<file path="config.mk">
export PLATFORM = sky130hd
export DESIGN_NAME = top
export DESIGN_NICKNAME = d
export VERILOG_FILES = /design/src/rtl/top.sv
export SDC_FILE = /design/constraint.sdc
export NUM_CORES = 1
export LEC_CHECK = 0
export ABC_AREA = 1
export BUFFER_PORTS_ARGS = -buffer_cell sky130_fd_sc_hd__buf_2
export CAP_MARGIN = 5
export CORE_UTILIZATION = 65
export DETAILED_ROUTE_END_ITERATION = 8
export HOLD_SLACK_MARGIN = 0.12
export PLACE_DENSITY = 0.85
export SLEW_MARGIN = 20
export SYNTH_ARGS = -nofsm -noshare
export SYNTH_HDL_FRONTEND = slang
export SYNTH_SLANG_ARGS = --single-unit
</file>
<file path="constraint.sdc">
create_clock -name sys_clk_p -period 3.9 [get_ports sys_clk_p]
set_clock_uncertainty 0.2 [all_clocks]
set_input_delay 0 -clock sys_clk_p [delete_from_list [all_inputs] [get_ports sys_clk_p]]
set_output_delay 0 -clock sys_clk_p [all_outputs]
set_load 0.03 [all_outputs]
</file>
<file path="src/rtl/top.sv">
// Serial link trainer: PRBS7 per-lane transmit/check, DETECT/POLLING/L0
// link state machine, error counting and a registered LED status view.
module top #(
    parameter int    LINK_WIDTH    = 8,
    parameter string PL_FAST_TRAIN = "FALSE"
) (
    input  logic                  sys_clk_p,
    input  logic                  sys_clk_n,
    input  logic                  clk200_p,
    input  logic                  clk200_n,
    input  logic                  sys_rst_n,
    input  logic                  button_c,
    input  logic                  button_n,
    input  logic                  button_s,
    input  logic                  button_w,
    input  logic                  button_e,
    input  logic [3:0]            dipsw,
    output logic [7:0]            led,
    output logic [LINK_WIDTH-1:0] pci_exp_txp,
    output logic [LINK_WIDTH-1:0] pci_exp_txn,
    input  logic [LINK_WIDTH-1:0] pci_exp_rxp,
    input  logic [LINK_WIDTH-1:0] pci_exp_rxn
);

    localparam bit FAST       = (PL_FAST_TRAIN == "TRUE");
    localparam int DETECT_CYC = FAST ? 64 : 1024;
    localparam int LOCK_CNT   = FAST ? 32 : 256;
    localparam int POLL_TMO   = FAST ? 1024 : 16384;
    localparam int TW         = $clog2(POLL_TMO);
    localparam int GW         = $clog2(LOCK_CNT + 1);
    localparam int NL         = (LINK_WIDTH < 8) ? LINK_WIDTH : 8;

    typedef enum logic [1:0] {
        DETECT  = 2'd0,
        POLLING = 2'd1,
        L0      = 2'd2
    } state_t;

    logic                  clk;
    state_t                state;
    state_t                state_nxt;
    logic [TW-1:0]         timer;
    logic [TW-1:0]         timer_nxt;
    logic [2:0]            cons;
    logic [3:0]            err_cnt;
    logic [LINK_WIDTH-1:0] match;
    logic [LINK_WIDTH-1:0] locked;
    logic                  all_locked;
    logic                  err_cycle;
    logic [7:0]            led_nxt;
    logic                  unused;

    assign clk        = sys_clk_p;
    assign all_locked = &locked;
    assign err_cycle  = ~&match;
    assign unused     = ^{sys_clk_n, clk200_p, clk200_n, sys_rst_n,
                          button_w, button_e, dipsw[3:1]};

    for (genvar i = 0; i < LINK_WIDTH; i++) begin : g_lane
        localparam logic [6:0] SEED = 7'(i + 1);
        logic [6:0]    prbs;
        logic [6:0]    chk;
        logic [GW-1:0] good;
        logic          tx_p;
        logic          tx_n;
        logic          tx_bit;

        assign tx_bit         = prbs[6] ^ (button_n & (i == 0));
        assign match[i]       = (pci_exp_rxp[i] != pci_exp_rxn[i]) &&
                                (pci_exp_rxp[i] == (chk[6] ^ chk[5]));
        assign locked[i]      = (good == GW'(LOCK_CNT));
        assign pci_exp_txp[i] = tx_p;
        assign pci_exp_txn[i] = tx_n;

        // Lane generator, checker and good-run counter; DETECT idles the lane.
        always_ff @(posedge clk) begin
            if (button_c) begin
                prbs <= '0;
                chk  <= '0;
                good <= '0;
                tx_p <= 1'b0;
                tx_n <= 1'b0;
            end else if (state == DETECT) begin
                prbs <= SEED;
                chk  <= '0;
                good <= '0;
                tx_p <= 1'b0;
                tx_n <= 1'b0;
            end else begin
                prbs <= {prbs[5:0], prbs[6] ^ prbs[5]};
                chk  <= {chk[5:0], pci_exp_rxp[i]};
                if (!match[i])
                    good <= '0;
                else if (!locked[i])
                    good <= good + 1'b1;
                tx_p <= tx_bit;
                tx_n <= ~tx_bit;
            end
        end
    end

    // Link state transitions and the shared DETECT/POLLING timer.
    always_comb begin
        state_nxt = state;
        timer_nxt = timer + 1'b1;
        unique case (state)
            DETECT: begin
                if (timer == TW'(DETECT_CYC - 1)) begin
                    state_nxt = POLLING;
                    timer_nxt = '0;
                end
            end
            POLLING: begin
                if (all_locked) begin
                    state_nxt = L0;
                    timer_nxt = '0;
                end else if (timer == TW'(POLL_TMO - 1)) begin
                    state_nxt = DETECT;
                    timer_nxt = '0;
                end
            end
            L0: begin
                timer_nxt = '0;
                if (err_cycle && cons == 3'd7)
                    state_nxt = DETECT;
            end
            default: begin
                state_nxt = DETECT;
                timer_nxt = '0;
            end
        endcase
    end

    // State register, consecutive-error run and sticky error counter.
    always_ff @(posedge clk) begin
        if (button_c) begin
            state   <= DETECT;
            timer   <= '0;
            cons    <= '0;
            err_cnt <= '0;
        end else begin
            state <= state_nxt;
            timer <= timer_nxt;
            if (state == L0 && err_cycle)
                cons <= cons + 1'b1;
            else
                cons <= '0;
            if (button_s)
                err_cnt <= '0;
            else if (state == L0 && err_cycle && err_cnt != 4'hF)
                err_cnt <= err_cnt + 1'b1;
        end
    end

    // LED view select: link state plus error count, or per-lane lock.
    always_comb begin
        led_nxt = '0;
        if (dipsw[0]) begin
            for (int k = 0; k < NL; k++)
                led_nxt[k] = locked[k];
        end else begin
            led_nxt = {err_cnt, 1'b0, state == DETECT,
                       state == POLLING, state == L0};
        end
    end

    // Registered LED output.
    always_ff @(posedge clk) begin
        if (button_c)
            led <= '0;
        else
            led <= led_nxt;
    end

endmodule

</file>
==> results.cfg <==
[clock_tree]
cts.clk_slew.worst_paths_ns = 0.06
cts_buffers = 23
cts-root-buf = clkbuf_16
clockBufferDepth = 3
clock-sinks = 231
clk_latency_ns = 0.52
cts_resized = 0
tritoncts = built
cts_setup_buffers = 0
cts_htree_levels = 1

[synthesis]
synth_edf_count = 0
synth_warnings = 0
synthDistinctLibCells = 38
synthTopCellsByArea = dfxtp_1, nor2_1, inv_1
syn_area_um2 = 8940
syn_inst = 1138
ys_seq_area_share_pct = 51.8
synth_top_cell_by_area = dfxtp_1
synth_flop_cell = dfxtp_1
ys_ff_latch = 231
async_flop_share_pct = 0
syn-num-nets = 1188
synth.top_cell.area_share_pct = 51.8
syn_avg_cell_area_um2 = 7.85

[final_layout]
drive_above_1_share_pct = 10.6
layoutNonFillerInstCount = 1402
utilization_pct = 76.9
nets = 1259
diodes = 0
area_growth_pct = 14.9

[power_and_ir_drop]
power_per_cell_area_nw_per_um2 = 449
p_seq_share_pct = 51.6
finalPower_uw = 4610
p_leak_uw = 0.00402
p_int_uw = 3660
combPwrFrac_pct = 2.1
p_sw_uw = 949
vdd_drop_max_mv = 0.401
clkPwrFrac_pct = 46.3
power.share.switching_pct = 20.6

[place]
dpl.cell_count = 1326
io_buffers = 44
routabilityCongestion = 0.836
dp_hpwl_um = 9870

[sta]
fmax_ghz = 0.275
tns_ns = 0
min_period_ns = 3.64
relSlewSlack_pct = 67.7
finalSetupViolations = 0
rsz0062_at_grt = false
finalCritPeriodShare_pct = 93.3
hold_viol = 0
final_max_slew_viol_count = 0
worst_pin_slew_ns = 0.485

[drt]
firstDrtPassIters = 5
dr_total_vias = 6871
final_antenna_net_count = 0
wire_per_inst_um = 11.5
first_iter_violations = 406
wirelength_um = 16100
drc = 0
viasPerCell = 4.90

[worst_setup_path]
cp.arrival_ns = 3.88
crit_type = input port to register
required_ns = 4.14
start_kind = input port
endpoint_kind = register
crit_start = pci_exp_rxp[5]
r2r-start = g_lane[5].chk[6]$_SDFF_PP0_
crit_path_max_fanout = 6

[floorplanning]
die_h_um = 119
die_area_um2 = 14200
start_util_pct = 66.9
io_pins = 54
die_w_um = 119
rows = 42
core_um2 = 13300

[global_route]
grt_pass1_wl_um = 28100
overflow = 0
grt_max_degree = 116
antenna_found_initial = 0
grt_pass1_vias = 6455
globalRouteTotalUtil_pct = 23.8

[job]
max_cap_violations = 0

[hold_path]
min_path_type = register to register
min_from = g_lane[6].chk[2]$_SDFF_PP0_

[run_status]
outcome = finished clean
cell usage in the layout, fill, tap and decap left out, types with 2 or more instances in the layout:
master         instances
nand3_2                6
o211ai_1               4
o21ai_1                2
clkinv_2               7
nor2_2                 7
dfxtp_1              231
nor3_1                24
a21oi_1               66
nand3_1               32
xnor2_1                9
clkbuf_8               4
nor2_1               221
o21ai_0               28
o21a_1                 3
nor2_4                13
ha_1                  20
buf_2                 44
nand2_2                6
nor4_1                 8
or2_2                  2
o21bai_1               3
clkbuf_1               6
nand2_1              158
nand4_1                8
xor2_1                10
and3_1                 2
inv_1                209
inv_2                  9
clkbuf_16             23
nor3b_1               14
dlygate4sd3_1         34
through the flow:
| stage | instance area (um^2) | worst slack, ns | hold slack (ns) |
|---|---|---|---|
| after floorplan | 8940 | 2.06 | -0.131 |
| after global placement | 9190 | 1.82 | 0.0467 |
| after detailed placement | 9190 | 1.75 | 0.0598 |
| after CTS | 10300 | 0.377 | 0.203 |
| after global routing | 10300 | 0.150 | 0.207 |
| final | 10300 | 0.261 | 0.206 |
power by group through the flow:
stage	Combinational, uW	Sequential [uW]	Clock, uW
after floorplan	38.5	2430	0
after global placement	66.2	2430	0
after detailed placement	68.2	2430	0
after CTS	92.9	2380	2170
after global routing	104	2380	2290
final	95.3	2380	2130
cells by family (layout without fill, tap and decap cells):
kind of cell | after synthesis | in the layout | synth area share, %
AOI/OAI and AO/OA | 108 | 108 | 6.36
xor gates and xnor gates | 19 | 19 | 1.86
adders and majority gates | 20 | 20 | 2.80
buffers and inverters | 253 | 341 | 11.6
DFF | 231 | 231 | 51.8
and+or+nand+nor | 507 | 507 | 25.6
synth_stat cells, types with 8 or more instances:
cell     number
nor4_1        8
nor3b_1      14
xnor2_1       9
nor3_1       24
nor2_4       13
inv_1       209
a21oi_1      66
buf_4        17
nand3_1      32
o21ai_0      28
nand4_1       8
dfxtp_1     231
ha_1         20
xor2_1       10
nand2_1     158
nor2_1      221
inv_2        10
buf_2         9
timing repair:
item / 4_1_cts / 5_1_grt
hold buffers: 34 / 0
hold endpoints to repair: 125 / 0
setup endpoints to repair: 0 / 0
flip-flops by register name, indices dropped and copies added (netlist names):
signal and flops:
g_lane.tx_p 8, state 2, cons 3, g_lane.good 72, timer 14, g_lane.tx_n 8
g_lane.chk 56, g_lane.prbs 56, err_cnt 4, led 8
critical path, cell delays in order:
cell	delay [ns]
dlygate4sd3_1	0.52
buf_2	0.10
dlygate4sd3_1	0.54
inv_1	0.05
nor2_1	0.13
nand2_1	0.08
nand2_1	0.16
nand2_1	0.07
dlygate4sd3_1	0.56
nor2_1	0.08
dlygate4sd3_1	0.57
nand2_1	0.15
dlygate4sd3_1	0.62
nand2_1	0.06
nand2_1	0.04
a21oi_1	0.14
per-layer routing:
metal  vias up  wire, um  track usage, %
li1       3606         -               -
met1      3112      7210            29.4
met2       112      7900            41.8
met3        41       586            3.93
met4         0       418            8.39
met5         -         0               0
path summary, 6_finish.rpt:
check                           endpoint  slack (ns)  depth (start not counted)
max                state[1]$_SDFFE_PP0P_        0.26                         16
min          g_lane[6].chk[3]$_SDFF_PP0_        0.21                          2
max reg2reg        state[1]$_SDFFE_PP0P_        0.58                         13
min reg2reg  g_lane[6].chk[3]$_SDFF_PP0_        0.21                          2
area by class of cell:
type	count	area (um^2)
clock buffers	33	653
clock inverters	9	87.6
fillers	907	3080
inverters	219	823
multi-input cells	654	3270
flip-flops and latches	231	4620
well taps	176	220
repair buffers	80	588
Power figures use the tool's default switching activity.
